**src/rtl/rule_match_engine_if.sv**
```systemverilog
// Shared header types and the config/packet/result bus of the rule match engine.
// The package travels with the interface so both ends agree on the packed layouts.
package rule_match_pkg;
    typedef struct packed {
        logic [31:0] ip;
        logic [15:0] port;
    } endpoint_s;

    typedef struct packed {
        logic [7:0] protocol;
        endpoint_s  src;
        endpoint_s  dst;
    } packet_s;

    typedef struct packed {
        packet_s start;
        packet_s last;
    } rule_s;
endpackage

interface rule_match_engine_if
    import rule_match_pkg::*;
#(
    parameter int NUM_RULES = 16
);
    localparam int IDX_W = $clog2(NUM_RULES);

    logic             cfg_we;
    logic [IDX_W-1:0] cfg_addr;
    rule_s            cfg_rule;
    logic             cfg_en;
    logic             cfg_ready;

    logic             pkt_valid;
    logic             pkt_ready;
    packet_s          pkt;

    logic             res_valid;
    logic             res_ready;
    logic             res_hit;
    logic [IDX_W-1:0] res_idx;

    modport master (
        output cfg_we, cfg_addr, cfg_rule, cfg_en,
        output pkt_valid, pkt, res_ready,
        input  cfg_ready, pkt_ready, res_valid, res_hit, res_idx
    );

    modport slave (
        input  cfg_we, cfg_addr, cfg_rule, cfg_en,
        input  pkt_valid, pkt, res_ready,
        output cfg_ready, pkt_ready, res_valid, res_hit, res_idx
    );
endinterface

```
**src/rtl/rule_match_engine.sv**
```systemverilog
// Packet classifier: scans a rule table LANES entries per cycle and reports the
// lowest-indexed enabled rule whose five field ranges all contain the packet.
module rule_match_engine
    import rule_match_pkg::*;
#(
    parameter int NUM_RULES       = 16,
    parameter int LANES           = 4,
    parameter bit UPPER_INCLUSIVE = 1'b0
) (
    input logic                clk,
    input logic                rst_n,
    rule_match_engine_if.slave bus
);
    localparam int IDX_W      = $clog2(NUM_RULES);
    localparam int NUM_CHUNKS = NUM_RULES / LANES;
    localparam int CHUNK_W    = (NUM_CHUNKS > 1) ? $clog2(NUM_CHUNKS) : 1;
    localparam logic [CHUNK_W-1:0] LAST_CHUNK = CHUNK_W'(NUM_CHUNKS - 1);

    typedef enum logic [1:0] {
        IDLE,
        SCAN,
        DONE
    } state_e;

    state_e             state_q;
    state_e             state_d;
    logic [CHUNK_W-1:0] chunk_q;
    logic [CHUNK_W-1:0] chunk_d;
    logic               res_hit_q;
    logic               res_hit_d;
    logic [IDX_W-1:0]   res_idx_q;
    logic [IDX_W-1:0]   res_idx_d;

    packet_s            pkt_q;
    rule_s              rule_table [NUM_RULES];
    logic [NUM_RULES-1:0] rule_en;

    logic               cfg_write;
    logic               accept_pkt;
    logic [LANES-1:0]   lane_hit;
    logic               any_hit;
    logic [IDX_W-1:0]   hit_idx;

    // Empty ranges fall out naturally: no value satisfies lo <= v < hi when lo >= hi.
    function automatic logic field_in_range(input logic [31:0] v,
                                            input logic [31:0] lo,
                                            input logic [31:0] hi);
        if (UPPER_INCLUSIVE)
            return (lo <= v) && (v <= hi);
        return (lo <= v) && (v < hi);
    endfunction

    function automatic logic rule_matches(input rule_s r, input packet_s p);
        return field_in_range(32'(p.protocol), 32'(r.start.protocol), 32'(r.last.protocol))
            && field_in_range(p.src.ip, r.start.src.ip, r.last.src.ip)
            && field_in_range(32'(p.src.port), 32'(r.start.src.port), 32'(r.last.src.port))
            && field_in_range(p.dst.ip, r.start.dst.ip, r.last.dst.ip)
            && field_in_range(32'(p.dst.port), 32'(r.start.dst.port), 32'(r.last.dst.port));
    endfunction

    function automatic logic [IDX_W-1:0] lane_index(input logic [CHUNK_W-1:0] chunk,
                                                    input int lane);
        return IDX_W'(int'(chunk) * LANES + lane);
    endfunction

    assign cfg_write     = bus.cfg_we && bus.cfg_ready;
    assign accept_pkt    = bus.pkt_valid && bus.pkt_ready;

    assign bus.cfg_ready = (state_q == IDLE);
    assign bus.pkt_ready = (state_q == IDLE);
    assign bus.res_valid = (state_q == DONE);
    assign bus.res_hit   = res_hit_q;
    assign bus.res_idx   = res_idx_q;

    always_comb begin
        lane_hit = '0;
        for (int l = 0; l < LANES; l++) begin
            lane_hit[l] = rule_en[lane_index(chunk_q, l)]
                       && rule_matches(rule_table[lane_index(chunk_q, l)], pkt_q);
        end
    end

    // Walk downwards so the lowest matching lane is the one left selected.
    always_comb begin
        any_hit = 1'b0;
        hit_idx = '0;
        for (int l = LANES - 1; l >= 0; l--) begin
            if (lane_hit[l]) begin
                any_hit = 1'b1;
                hit_idx = lane_index(chunk_q, l);
            end
        end
    end

    always_comb begin
        state_d   = state_q;
        chunk_d   = chunk_q;
        res_hit_d = res_hit_q;
        res_idx_d = res_idx_q;
        case (state_q)
            IDLE: begin
                if (bus.pkt_valid) begin
                    chunk_d = '0;
                    state_d = SCAN;
                end
            end
            SCAN: begin
                if (any_hit) begin
                    res_hit_d = 1'b1;
                    res_idx_d = hit_idx;
                    chunk_d   = '0;
                    state_d   = DONE;
                end else if (chunk_q == LAST_CHUNK) begin
                    res_hit_d = 1'b0;
                    res_idx_d = '0;
                    chunk_d   = '0;
                    state_d   = DONE;
                end else begin
                    chunk_d = chunk_q + 1'b1;
                end
            end
            DONE: begin
                if (bus.res_ready)
                    state_d = IDLE;
            end
            default: state_d = IDLE;
        endcase
    end

    always_ff @(posedge clk or negedge rst_n) begin
        if (!rst_n) begin
            state_q   <= IDLE;
            chunk_q   <= '0;
            res_hit_q <= 1'b0;
            res_idx_q <= '0;
            rule_en   <= '0;
        end else begin
            state_q   <= state_d;
            chunk_q   <= chunk_d;
            res_hit_q <= res_hit_d;
            res_idx_q <= res_idx_d;
            if (cfg_write)
                rule_en[bus.cfg_addr] <= bus.cfg_en;
        end
    end

    // Bounds and the latched header are qualified by rule_en and the FSM, so they carry no reset.
    always_ff @(posedge clk) begin
        if (cfg_write)
            rule_table[bus.cfg_addr] <= bus.cfg_rule;
        if (accept_pkt)
            pkt_q <= bus.pkt;
    end
endmodule

```
**src/flat_wrapper.sv**
```systemverilog
// flat-port wrapper written by rule: the top's interface ports become plain ports
module rule_match_engine_flat import rule_match_pkg::*;
#(
    parameter int NUM_RULES       = 16,
    parameter int LANES           = 4,
    parameter bit UPPER_INCLUSIVE = 1'b0
)
  (clk, rst_n, bus_cfg_we, bus_cfg_addr, bus_cfg_rule, bus_cfg_en, bus_pkt_valid, bus_pkt, bus_res_ready, bus_cfg_ready, bus_pkt_ready, bus_res_valid, bus_res_hit, bus_res_idx);
  rule_match_engine_if #(.NUM_RULES(NUM_RULES)) bus_i ();
  input logic clk;
  input logic rst_n;
  input wire logic [$bits(bus_i.cfg_we)-1:0] bus_cfg_we;
  input wire logic [$bits(bus_i.cfg_addr)-1:0] bus_cfg_addr;
  input wire logic [$bits(bus_i.cfg_rule)-1:0] bus_cfg_rule;
  input wire logic [$bits(bus_i.cfg_en)-1:0] bus_cfg_en;
  input wire logic [$bits(bus_i.pkt_valid)-1:0] bus_pkt_valid;
  input wire logic [$bits(bus_i.pkt)-1:0] bus_pkt;
  input wire logic [$bits(bus_i.res_ready)-1:0] bus_res_ready;
  output wire logic [$bits(bus_i.cfg_ready)-1:0] bus_cfg_ready;
  output wire logic [$bits(bus_i.pkt_ready)-1:0] bus_pkt_ready;
  output wire logic [$bits(bus_i.res_valid)-1:0] bus_res_valid;
  output wire logic [$bits(bus_i.res_hit)-1:0] bus_res_hit;
  output wire logic [$bits(bus_i.res_idx)-1:0] bus_res_idx;
  assign bus_i.cfg_we = bus_cfg_we;
  assign bus_i.cfg_addr = bus_cfg_addr;
  assign bus_i.cfg_rule = bus_cfg_rule;
  assign bus_i.cfg_en = bus_cfg_en;
  assign bus_i.pkt_valid = bus_pkt_valid;
  assign bus_i.pkt = bus_pkt;
  assign bus_i.res_ready = bus_res_ready;
  assign bus_cfg_ready = bus_i.cfg_ready;
  assign bus_pkt_ready = bus_i.pkt_ready;
  assign bus_res_valid = bus_i.res_valid;
  assign bus_res_hit = bus_i.res_hit;
  assign bus_res_idx = bus_i.res_idx;
  rule_match_engine #(.NUM_RULES(NUM_RULES), .LANES(LANES), .UPPER_INCLUSIVE(UPPER_INCLUSIVE)) u_core (.clk(clk), .rst_n(rst_n), .bus(bus_i));
endmodule
```
**config.mk**
```make
export PLATFORM = sky130hd
export DESIGN_NAME = rule_match_engine_flat
export DESIGN_NICKNAME = d
export VERILOG_FILES = /design/src/rtl/rule_match_engine_if.sv /design/src/rtl/rule_match_engine.sv /design/src/flat_wrapper.sv
export SDC_FILE = /design/constraint.sdc
export NUM_CORES = 2
export LEC_CHECK = 0
export BUFFER_PORTS_ARGS = -buffer_cell sky130_fd_sc_hd__buf_2
export CORE_UTILIZATION = 25
export DETAILED_ROUTE_END_ITERATION = 8
export PLACE_DENSITY_LB_ADDON = 0.2
export SLEW_MARGIN = 15
export SYNTH_ARGS = -nofsm -noshare
export SYNTH_HDL_FRONTEND = slang
export SYNTH_SLANG_ARGS = --single-unit
```
**constraint.sdc**
```tcl
create_clock -name clk -period 31.9 [get_ports clk]
set_input_delay 4.785 -clock clk [delete_from_list [all_inputs] [get_ports clk]]
set_output_delay 4.785 -clock clk [all_outputs]
set_load 0.01 [all_outputs]
```
==> flow_metrics.py <==
metrics = {
    "status": {
        "status": "complete, no violations",
    },
    "place": {
        "io_buffers": 329,
        "dpl_worst_slack_ns": 22.89,
        "place_hpwl_mm": 294,
        "place.gp.congestion": 0.798,
        "dpl-instance-area_sq_um": 155000,
    },
    "sta": {
        "rsz0062_at_grt": "false",
        "max_clock_freq_mhz": 123,
        "tightest_slew_ns": 1.18,
        "slew_viol_final": 0,
        "tns_ns": 0,
        "hold_viol_final": 0,
        "fin_crit_ns": 8.14,
        "setup_violations": 0,
        "fin_crit_sh_pct": 25.5,
        "relSlewSlack_pct": 20.9,
        "skew_ns": 0.104,
        "setup_slack_ns": 23.76,
    },
    "critical_path": {
        "arrival_ns": 9.01,
        "critPathKind": "flip-flop to flip-flop",
        "crit_path_frequent_cell": "buf_4",
        "crit_path_start_kind": "flip-flop",
        "required_ns": 32.78,
        "path_cells": "buf_12 > buf_4 > buf_4 > buf_4 > mux4_2 > inv_1 > ha_1 > a21oi_1 > o21ai_0 > a41oi_1 > a2111oi_1 > buf_4 > nor4_1 > nand4_1 > nor4b_4 > nor4_4 > a21oi_4 > o32ai_1",
        "max_stage_delay_ns": 0.98,
        "path_max_fanout": 80,
        "cp-end-kind": "flip-flop",
        "cpMaxStageDelayCell": "nor4_1",
    },
    "pwr": {
        "irDropWorstVdd_uv": 52.7,
        "power.total_uw": 13600,
        "p_leak_uw": 0.0564,
        "power_density_nw_per_um2": 80.9,
    },
    "min_path": {
        "hp-class": "flip-flop to flip-flop",
    },
    "logic_synthesis": {
        "yosysUniqueCellTypes": 73,
        "async_reset_ff_share_pct": 0.723,
        "synth_top_area_share_pct": 72.0,
        "synth_edf_count": 3432,
        "synth_fp_nets": 8309,
        "synth.largest_area_cell": "edfxtp_1",
        "ys_ff_latch": 3457,
        "syn-cell-area_sq_um": 143000,
        "syn_inst": 7174,
        "ys.warnings.count": 0,
        "synth_ff_type": "edfxtp_1",
        "yosysSeqAreaShare_pct": 72.4,
        "avgSynthCellArea_sq_um": 19.9,
        "yosys-top-cells-area": "edfxtp_1 (72%), mux4_2 (13%), ha_1 (7.1%)",
    },
    "clocking": {
        "cts_hold_buf": 0,
        "clk_latency_ns": 1.01,
        "cts_tree": "built",
        "cts_buffers": 393,
        "ctsResizeCount": 0,
        "cts_sinks": 3457,
        "clk_path_buf_depth": 4,
        "cts_setup_buffers": 0,
        "cts_root_buffer": "clkbuf_16",
        "clk_pin_slew_ns": 0.06,
        "htree_levels": 5,
    },
    "global_routing": {
        "grt_pass1_vias": 75627,
        "grt_max_degree": 103,
        "overflow": 0,
        "grt_pass1_wl_mm": 620,
        "antenna_found_initial": 134,
        "grtUsageTotal_pct": 15.3,
    },
    "final_layout": {
        "fin_area_sq_um": 168000,
        "fin_nets": 8991,
        "drive_gt1_share_pct": 23.4,
        "area_delta_synth_final_pct": 17.4,
    },
    "die": {
        "die_width_um": 759,
        "initial_core_util_pct": 25.1,
        "die_h_um": 759,
        "rows": 277,
        "die_area_sq_um": 575000,
        "io_pins": 330,
        "coreArea_sq_um": 569000,
    },
    "run": {
        "cap_violations": 0,
    },
    "drt": {
        "drtIter0Drc": 5486,
        "antenna_left": 0,
        "wl_per_cell_um": 28.6,
        "routed_wl_mm": 450,
        "vias_per_cell": 4.61,
        "drc": 0,
        "drt_first_pass_iters": 5,
        "via_count": 72535,
    },
}
## cells in the mapped netlist, types with 6 or more instances
library cell and number:
a2111oi_0 14, a211o_1 8, a211oi_1 37, a21o_1 81
a21oi_1 273, a221oi_1 15, a31oi_1 8, a41oi_1 7
and3_1 6, and4_1 12, buf_1 94, buf_2 7
clkbuf_1 85, dfrtp_1 25, edfxtp_1 3432, ha_1 813
inv_1 544, mux2_2 16, mux2i_1 34, mux4_2 820
nand2_1 152, nand2b_1 11, nand3_1 83, nand4_1 160
nor2_1 93, nor2b_1 26, nor3_1 43, nor4_1 33
o2111ai_1 8, o211ai_1 28, o21ai_0 97, o22ai_1 6
or3_1 8, or4_1 14
## final timing paths
check	end	startpoint	cells past startpoint	slack [ns]
max	u_core.bus.res_idx[2]$_DFFE_PN0P_	u_core.chunk_q[0]$_DFFE_PN0P_	18	23.76
min reg2reg	u_core.rule_en[9]$_DFFE_PN0P_	u_core.rule_en[9]$_DFFE_PN0P_	1	0.50
max in group asynchronous	u_core.chunk_q[1]$_DFFE_PN0P_	rst_n	1	27.62
min in group asynchronous	u_core.state_q[1]$_DFFE_PN0P_	rst_n	1	3.78
min	u_core.rule_en[9]$_DFFE_PN0P_	u_core.rule_en[9]$_DFFE_PN0P_	1	0.50
max reg2reg	u_core.bus.res_idx[2]$_DFFE_PN0P_	u_core.chunk_q[0]$_DFFE_PN0P_	18	23.76
## state kept, by name (all words and copies together), names as in the netlist
register and cells:
u_core.bus.res_idx 4, u_core.pkt_q 104, u_core.chunk_q 2, u_core.state_q 2, u_core.bus.res_hit 1, u_core.rule_table 3328
u_core.rule_en 16
## logic make-up (layout without fill, tap and decap cells)
| kind of cell | Yosys count | in the layout | synth area share, % |
|---|---|---|---|
| compound gates | 639 | 639 | 2.79 |
| fa+ha+maj | 813 | 813 | 7.11 |
| buf+inv | 735 | 1740 | 1.95 |
| flops | 3457 | 3457 | 72.4 |
| mux | 870 | 870 | 13.3 |
| other cells | 0 | 37 | 0 |
| simple gates | 660 | 660 | 2.43 |
## critical path, delay by kind of cell, from the launching register on
family	cells	cell delay (ns)
AND/OR/NAND/NOR	4	1.95
flip-flops	1	0.80
multiplexers	1	0.59
adder cells (fa/ha/maj)	1	0.25
AO/OA/AOI/OAI	6	1.17
buffers and inverters	6	2.89
## per-stage QoR
stage	instances	hold slack, ns	util, %
floorplan	7174	0.476	-
global placement	14988	0.484	27.2
detailed placement	14994	0.491	27.2
CTS	15712	0.505	29.5
global route	15724	0.512	29.5
finish	15749	0.504	29.5
## cells in the final DEF (no fill, tap or decap), drive strengths merged, types with 15 or more instances in the layout
cell type  count
a21o          81
nor2          93
ha           813
nand2        152
o21ai         99
dfrtp         25
nand4        160
edfxtp      3432
mux2i         34
mux2          16
nor4          35
o211ai        28
nor3          43
diode         37
clkinv       184
mux4         820
inv          557
clkbuf       469
nand3         83
a221oi        15
nor2b         26
clkinvlp      15
a21oi        274
bufinv        37
a211oi        37
buf          478
## report_power, final
part | switching (uW) | internal [uW]
combinational | 2210 | 1600
clock | 1900 | 2600
sequential | 152 | 5130
## layer usage
layer | up-vias | track usage, % | share of wire [%]
met5 | - | 0 | 0.047
met4 | 38 | 3.83 | 2.8
met3 | 667 | 2.31 | 4.6
met2 | 1675 | 26.4 | 49
met1 | 39121 | 20.2 | 43
li1 | 31034 | - | -
## cell type report
| class | count | area [sq um] |
|---|---|---|
| Multi-Input combinational cell | 2982 | 36800 |
| Tap cell | 7533 | 9430 |
| Sequential cell | 3457 | 104000 |
| Antenna cell | 37 | 92.6 |
| Fill cell | 55668 | 401000 |
| Clock buffer | 469 | 10300 |
| Timing Repair Buffer | 478 | 3090 |
| Inverter | 544 | 2050 |
| Clock inverter | 249 | 2610 |
(Power assumes the default switching activity.)
